`config.mk`:
```
export PLATFORM = sky130hd
export DESIGN_NAME = grf_scoreboard
export DESIGN_NICKNAME = d
export VERILOG_FILES = /design/src/rtl/hazard_pkg.sv /design/src/rtl/md_timer.sv /design/src/rtl/grf_scoreboard.sv
export SDC_FILE = /design/constraint.sdc
export NUM_CORES = 1
export LEC_CHECK = 0
export ABC_AREA = 1
export ABC_CLOCK_PERIOD_IN_PS = 4300
export BUFFER_PORTS_ARGS = -buffer_cell sky130_fd_sc_hd__buf_4
export CORE_ASPECT_RATIO = 1.2
export CORE_MARGIN = 5
export CORE_UTILIZATION = 40
export DETAILED_ROUTE_END_ITERATION = 8
export PLACE_DENSITY = 0.53
export REMOVE_ABC_BUFFERS = 1
export SYNTH_ARGS = -nofsm -noshare
export SYNTH_HDL_FRONTEND = slang
export SYNTH_SLANG_ARGS = --single-unit
```
`constraint.sdc`:
```
create_clock -name clk -period 4.3 [get_ports clk]
set_input_delay 0.645 -clock clk [delete_from_list [all_inputs] [get_ports clk]]
set_output_delay 0.645 -clock clk [all_outputs]
set_load 0.005 [all_outputs]
```
`src/rtl/hazard_pkg.sv`:
```
// Shared pipeline hazard constants: Tuse/Tnew stage encodings and scoreboard defaults.
package hazard_pkg;
    localparam logic [1:0] T_D = 2'd0;
    localparam logic [1:0] T_E = 2'd1;
    localparam logic [1:0] T_M = 2'd2;

    localparam int TAG_W       = 3;
    localparam int MULT_CYCLES = 5;
    localparam int DIV_CYCLES  = 10;
endpackage

```
`src/rtl/md_timer.sv`:
```
// Mult/div occupancy timer: loads the operation latency on start and counts down to idle.
module md_timer #(
    parameter int MULT_CYCLES = 5,
    parameter int DIV_CYCLES  = 10
) (
    input  logic clk,
    input  logic reset,
    input  logic load,
    input  logic sel_div,
    output logic busy
);
    localparam int MAX_CYCLES = (MULT_CYCLES > DIV_CYCLES) ? MULT_CYCLES : DIV_CYCLES;
    localparam int CNT_W      = $clog2(MAX_CYCLES + 1);

    logic [CNT_W-1:0] md_cnt;

    always_ff @(posedge clk) begin
        if (reset) begin
            md_cnt <= '0;
        end else if (load) begin
            md_cnt <= sel_div ? CNT_W'(DIV_CYCLES) : CNT_W'(MULT_CYCLES);
        end else if (md_cnt != '0) begin
            md_cnt <= md_cnt - 1'b1;
        end
    end

    assign busy = (md_cnt != '0);
endmodule

```
`src/rtl/grf_scoreboard.sv`:
```
// D-stage GPR hazard scoreboard: per-register in-flight write tracking, forwarding
// readiness countdown, stall generation and the mult/div busy window.
module grf_scoreboard #(
    parameter int TAG_W       = hazard_pkg::TAG_W,
    parameter int MULT_CYCLES = hazard_pkg::MULT_CYCLES,
    parameter int DIV_CYCLES  = hazard_pkg::DIV_CYCLES
) (
    input  logic             clk,
    input  logic             reset,
    input  logic             issue_valid,
    input  logic [4:0]       issue_rs,
    input  logic [4:0]       issue_rt,
    input  logic             use_rs,
    input  logic             use_rt,
    input  logic [1:0]       tuse_rs,
    input  logic [1:0]       tuse_rt,
    input  logic             issue_we,
    input  logic [4:0]       issue_rd,
    input  logic [1:0]       issue_tnew,
    input  logic             issue_use_md,
    input  logic             md_start,
    input  logic             md_div,
    input  logic             wb_valid,
    input  logic [4:0]       wb_addr,
    input  logic [TAG_W-1:0] wb_tag,
    output logic             stall,
    output logic [TAG_W-1:0] issue_tag,
    output logic             rs_pending,
    output logic             rt_pending,
    output logic             md_busy
);
    // Entry 0 is held at its reset value so $0 reads as never busy.
    logic [31:0]      busy;
    logic [1:0]       cnt [32];
    logic [TAG_W-1:0] tag [32];
    logic [TAG_W-1:0] tag_ctr;

    logic hz_rs, hz_rt, hz_md;
    logic accept, do_write;

    assign rs_pending = busy[issue_rs] && (issue_rs != 5'd0);
    assign rt_pending = busy[issue_rt] && (issue_rt != 5'd0);

    assign hz_rs = use_rs && rs_pending && (cnt[issue_rs] > tuse_rs);
    assign hz_rt = use_rt && rt_pending && (cnt[issue_rt] > tuse_rt);
    assign hz_md = issue_use_md && md_busy;

    assign stall     = issue_valid && (hz_rs || hz_rt || hz_md);
    assign accept    = issue_valid && !stall;
    assign do_write  = accept && issue_we && (issue_rd != 5'd0);
    assign issue_tag = tag_ctr;

    always_ff @(posedge clk) begin
        if (reset) begin
            for (int i = 0; i < 32; i++) begin
                busy[i] <= 1'b0;
                cnt[i]  <= 2'd0;
                tag[i]  <= '0;
            end
            tag_ctr <= '0;
        end else begin
            // A new issue to a register overrides both decrement and write-back.
            for (int i = 1; i < 32; i++) begin
                if (do_write && issue_rd == 5'(i)) begin
                    busy[i] <= 1'b1;
                    cnt[i]  <= issue_tnew;
                    tag[i]  <= tag_ctr;
                end else begin
                    if (busy[i] && cnt[i] != 2'd0)
                        cnt[i] <= cnt[i] - 2'd1;
                    if (wb_valid && wb_addr == 5'(i) && busy[i] && tag[i] == wb_tag)
                        busy[i] <= 1'b0;
                end
            end
            if (do_write)
                tag_ctr <= tag_ctr + 1'b1;
        end
    end

    md_timer #(
        .MULT_CYCLES(MULT_CYCLES),
        .DIV_CYCLES (DIV_CYCLES)
    ) u_md_timer (
        .clk    (clk),
        .reset  (reset),
        .load   (accept && md_start),
        .sel_div(md_div),
        .busy   (md_busy)
    );
endmodule

```
---- Word level (Yosys, flattened, before mapping) ----
Memory sizes are Yosys's and may differ from the RTL's.
Cells that the tools add are included.
cells by class
  bitwise logic cells ..................... 93
  $add $sub $neg .......................... 33
  magnitude comparators ................... 4
  eq/ne operators ......................... 93
  reduce and logical (&&, ||, !) cells .... 237
  mux-type cells .......................... 381
operator list
  cell                                                                           count
  1-bit 2-to-1 mux                                                               283
  1-bit logical AND                                                              167
  5-bit == test (second input constant)                                          32
  2-bit nonzero test                                                             63
  2-bit 2-to-1 mux                                                               62
  3-bit == test                                                                  31
  3-bit 2-to-1 mux                                                               31
  1-bit bitwise OR                                                               93
  5-bit by 4-bit == test with 1-bit output (second input constant)               16
  2-bit by 1-bit subtractor with 2-bit output (second input constant)            31
  5-bit by 3-bit == test with 1-bit output (second input constant)               8
  5-bit by 2-bit == test with 1-bit output (second input constant)               4
  5-bit nonzero test                                                             3
  5-bit by 6-bit less-than comparator with 1-bit output (second input constant)  2
  4-bit 2-to-1 mux                                                               3
  1-bit binary-select mux with 5-bit select                                      2
  5-bit by 1-bit == test with 1-bit output (second input constant)               2
  2-bit greater-than comparator                                                  2
  4-bit nonzero test                                                             1
  4-bit by 1-bit subtractor with 4-bit output (second input constant)            1
  3-bit by 1-bit adder with 3-bit output (second input constant)                 1
  1-bit logical OR                                                               2
  1-bit zero test                                                                1
storage, ports and cells
  bits in writable memories ............... 160
  flip-flop bits (word level) ............. 38
  memories ................................ 2
  output and inout bits ................... 7
  input bits .............................. 39
memories
  memory  depth  bits a word  rd ports  clocked after memory_dff  write ports  line                  source
  tag     32     3            31        0                         32           grf_scoreboard.sv:35  logic [TAG_W-1:0] tag [32];
  cnt     32     2            33        0                         32           grf_scoreboard.sv:34  logic [1:0] cnt [32];

---- Longest topological paths before layout ----
  word-level depth ........................ 18
  gate-level depth with buffers ........... 24

---- By module ----
A second synthesis with hierarchy kept.
unflattened totals
  cells, all modules ...................... 1599
  area, all modules ....................... 12444.4 um2
modules (own cells, without submodules)
  module          cells each  seq. area each (um2)  times used  area an instance (um2)
  grf_scoreboard  1559        5335.1                1           12195.4
  md_timer        40          80.1                  1           249.0

---- Least setup slack after synthesis ----
Ideal clock, no wire load.
  path kind ............................... input to register
  start point ............................. input issue_rs[0]
  end point ............................... memory cnt[5][0] (enable)
  path buffers ............................ 3
  arrival time ............................ 3427 ps
  setup time .............................. 296 ps
  path slack .............................. 577 ps
  data required time ...................... 4004 ps
  cell stages on the path ................. 21
  cells stage by stage .................... buf_6 nor2_1 inv_1 clkbuf_1 o221ai_1 nand2_1 nand3_1 o221ai_1 a32oi_1 ha_1 a21oi_1 nor2_1 nand3_1 nand2_1 nor2_4 nand3_4 inv_4 buf_6 nand2_1 nand2_1 or2_1
RTL lines
  what         line                  source
  from (decl)  grf_scoreboard.sv:11  input logic [4:0] issue_rs,
  to (decl)    grf_scoreboard.sv:34

---- Worst setup path after layout ----
  start point ............................. input issue_rs[1]
  end point ............................... output stall
between the ends
  cells in the longest elaborated chain, start to end .. 8
ends and longest elaborated chain
  what                                                                       line                  source
  parallel branches: the longest is 4 deep, another holds memory 32 x 2 bit  -
  1-bit logical AND (*)                                                      grf_scoreboard.sv:44  assign hz_rs = use_rs && rs_pending && (cnt[issue_rs] > tuse_rs);
  1-bit logical OR (*) (2 in series)                                         grf_scoreboard.sv:48  assign stall = issue_valid && (hz_rs || hz_rt || hz_md);
  1-bit logical AND (*)                                                      grf_scoreboard.sv:48
  to (decl)                                                                  grf_scoreboard.sv:26  output logic stall,
Mark *: on every way between the ends. The select of a mux whose other input is x is not followed.

==> qor.yml <==
pwr:
  vdd_ir_drop_max_uv: 227
  p_per_area_nw_per_um2: 336
  power.leakage_nw: 5.83
hold_path:
  hold_path_class: "reg -> reg"
critical_path:
  cp_max_fo: 16
  crit_path_end_kind: "output pin"
  path_class: "in -> out"
  critPathArrivalTime_ns: 3.43
  crit_path_start_kind: "primary input"
  cp.required_ns: 3.65
timing:
  rsz0062_at_grt: "no"
  holdWs_ns: 0.467
  worst_pin_slew_ns: 1.08
  drv_slew: 0
  final-setup-viol-count: 0
  fin_skew_ns: 0.0168
  setup_slack_ns: 0.223
  tns_ns: 0
  slew_headroom_pct: 27.6
  timing.final.crit_share_pct: 94.8
  min_period_ns: 4.08
  hold_viol: 0
  fmax_mhz: 245
status:
  status: "completed"
placed_design:
  dpl.cell_count: 1996
  numPortBuffers: 45
  hpwlAfterDp_mm: 30.2
  gp_congestion: 0.985
  dpl_worst_slack_ns: 0.0472
routing:
  dr.max_layer_used: "met5"
  wl_per_cell_um: 20.2
  detail-route-antenna-nets: 0
  drc_errors: 0
  first_iter_violations: 1133
  dr.pass1.iters: 6
  wl_met3_mm: 2.72
  drt_wl_total_mm: 40.9
  wl_met2_mm: 19.3
  wl_met1_mm: 17.6
  routed_via_density: 5.52
  vias: 11200
synth:
  synth-edff-count: 155
  yosysWarnings: 0
  synth_top_area_share_pct: 38.5
  synth_area_um2: 12100
  synth.area.top_cells: "edfxtp_1 38%, nand2_1 10%, inv_1 6.3%, dfxtp_1 6.3%, nor2_1 5.8%"
  synth.ff_latch_count: 193
  async_reset_ff_share_pct: 0
  synth.avg_cell_area_um2: 7.71
  synth_cell_types: 45
  synth_ff_type: "edfxtp_1"
  yosysTopAreaCell: "edfxtp_1"
  yosysSeqAreaShare_pct: 44.8
  synth_cells: 1569
finish:
  nNetsFinal: 1702
  fillers: 3076
  seqCellArea_um2: 5420
  layout_common_cells: "329 x nand2_1, 203 x inv_1, 188 x nor2_1, 155 x edfxtp_1, 129 x a21oi_1"
  post-route-util_pct: 46.1
  final_cells: 2028
  layout_commonest_cell: "nand2_1"
  multiInputGateArea_um2: 5530
  drive_gt1_share_pct: 10.4
  antennaDiodeCount: 0
  area_growth_pct: 13.3
cts:
  cts_resized: 0
  hold_buffers: 0
  cts.sinks: 193
  htree_levels: 4
  clockBufferDepth: 2
  worstSkewPairLatency_ns: 0.45
  cts_root_buffer: "clkbuf_16"
  cts.clk_slew.worst_paths_ns: 0.07
  tritoncts: "done"
  cts-buffers-inserted: 17
  post_cts_buffers: 0
die:
  die_h_um: 200
  fp.dieW_um: 169
  row_count: 69
  fp.dieArea_um2: 33800
  core_area_um2: 29700
  io_pins: 46
  start_util_pct: 40.7
global_routing:
  grt_usage_pct: 24.0
  grt_pass1_wl_mm: 62.4
  grt_antenna_before_repair: 1
  grt_pass1_vias: 10600
  overflow: 0
  grt_max_degree: 79
flow_run:
  cap_violations: 0
## worst max-delay path, stage by stage
cell,delay [ns]
buf_4,0.14
inv_1,0.51
a21oi_1,0.07
o21ai_0,0.10
o21ai_0,0.17
a221oi_1,0.47
a32o_1,0.19
ha_1,0.13
inv_1,0.04
a21oi_1,0.11
nor2_1,0.06
nand3_1,0.09
nand2_1,0.09
nor2_4,0.31
nor2_1,0.13
buf_4,0.16
## final timing paths
kind | startpoint | end | slack [ns] | depth (start not counted)
setup / recovery | issue_rs[1] | stall | 0.22 | 16
hold reg to reg | busy[7]$_SDFFE_PP0P_ | busy[7]$_SDFFE_PP0P_ | 0.47 | 2
hold / removal | busy[7]$_SDFFE_PP0P_ | busy[7]$_SDFFE_PP0P_ | 0.47 | 2
setup reg to reg | cnt[3][0]$_SDFFCE_PN0P_ | cnt[1][1]$_SDFFCE_PN0P_ | 0.69 | 20
## metrics by stage
stage,total power [W],cell area (um^2)
after global placement,0.00306,13100
after global routing,0.00481,13700
after detailed placement,0.00307,13100
after CTS,0.00464,13700
after floorplan,0.00269,11800
final,0.00461,13700
## sequential cells by signal, summed over array words and instances (netlist names)
signal / flops
busy: 31
cnt: 62
issue_tag: 3
tag: 93
u_md_timer.md_cnt: 4
## layout make-up
class                      instances  area share [%]
inverter                         214            5.94
clock inverter                    14           0.977
multi-input combinational       1083            40.3
timing repair buffer             116            6.54
clock buffer                      18            3.13
sequential                       193            39.5
tap                              390            3.56
## logic make-up after synthesis
kind of cell	after synthesis	share of synthesized area, %
flip-flops	193	44.8
buffers and inverters	293	9.53
AO/OA/AOI/OAI	311	14.6
XOR/XNOR	33	2.39
AND/OR/NAND/NOR	701	24.8
adder cells (fa/ha/maj)	38	3.93
## layer usage
layer / vias up / track usage [%]
li1: 5411 / -
met1: 5262 / 32.3
met2: 427 / 39.1
met3: 87 / 4.25
met4: 2 / 8.18
met5: - / 0
## cells in the mapped netlist, types with 18 or more instances
cell      count
a21oi_1     129
nand4_1      54
inv_1       203
a211oi_1     22
ha_1         38
xor2_1       18
clkbuf_1     44
nor2_1      188
o22ai_1      29
o21ai_0      96
edfxtp_1    155
nand3_1      98
dfxtp_1      38
nand2_1     329
## power breakdown
group	leakage [nW]	switching (W)	internal, W
registers	1.91	0.0000504	0.00211
logic	3.67	0.000574	0.000294
clock network	0.255	0.000768	0.000807
total	5.83	0.00139	0.00322
No activity file was read; power rests on OpenSTA's default activity.
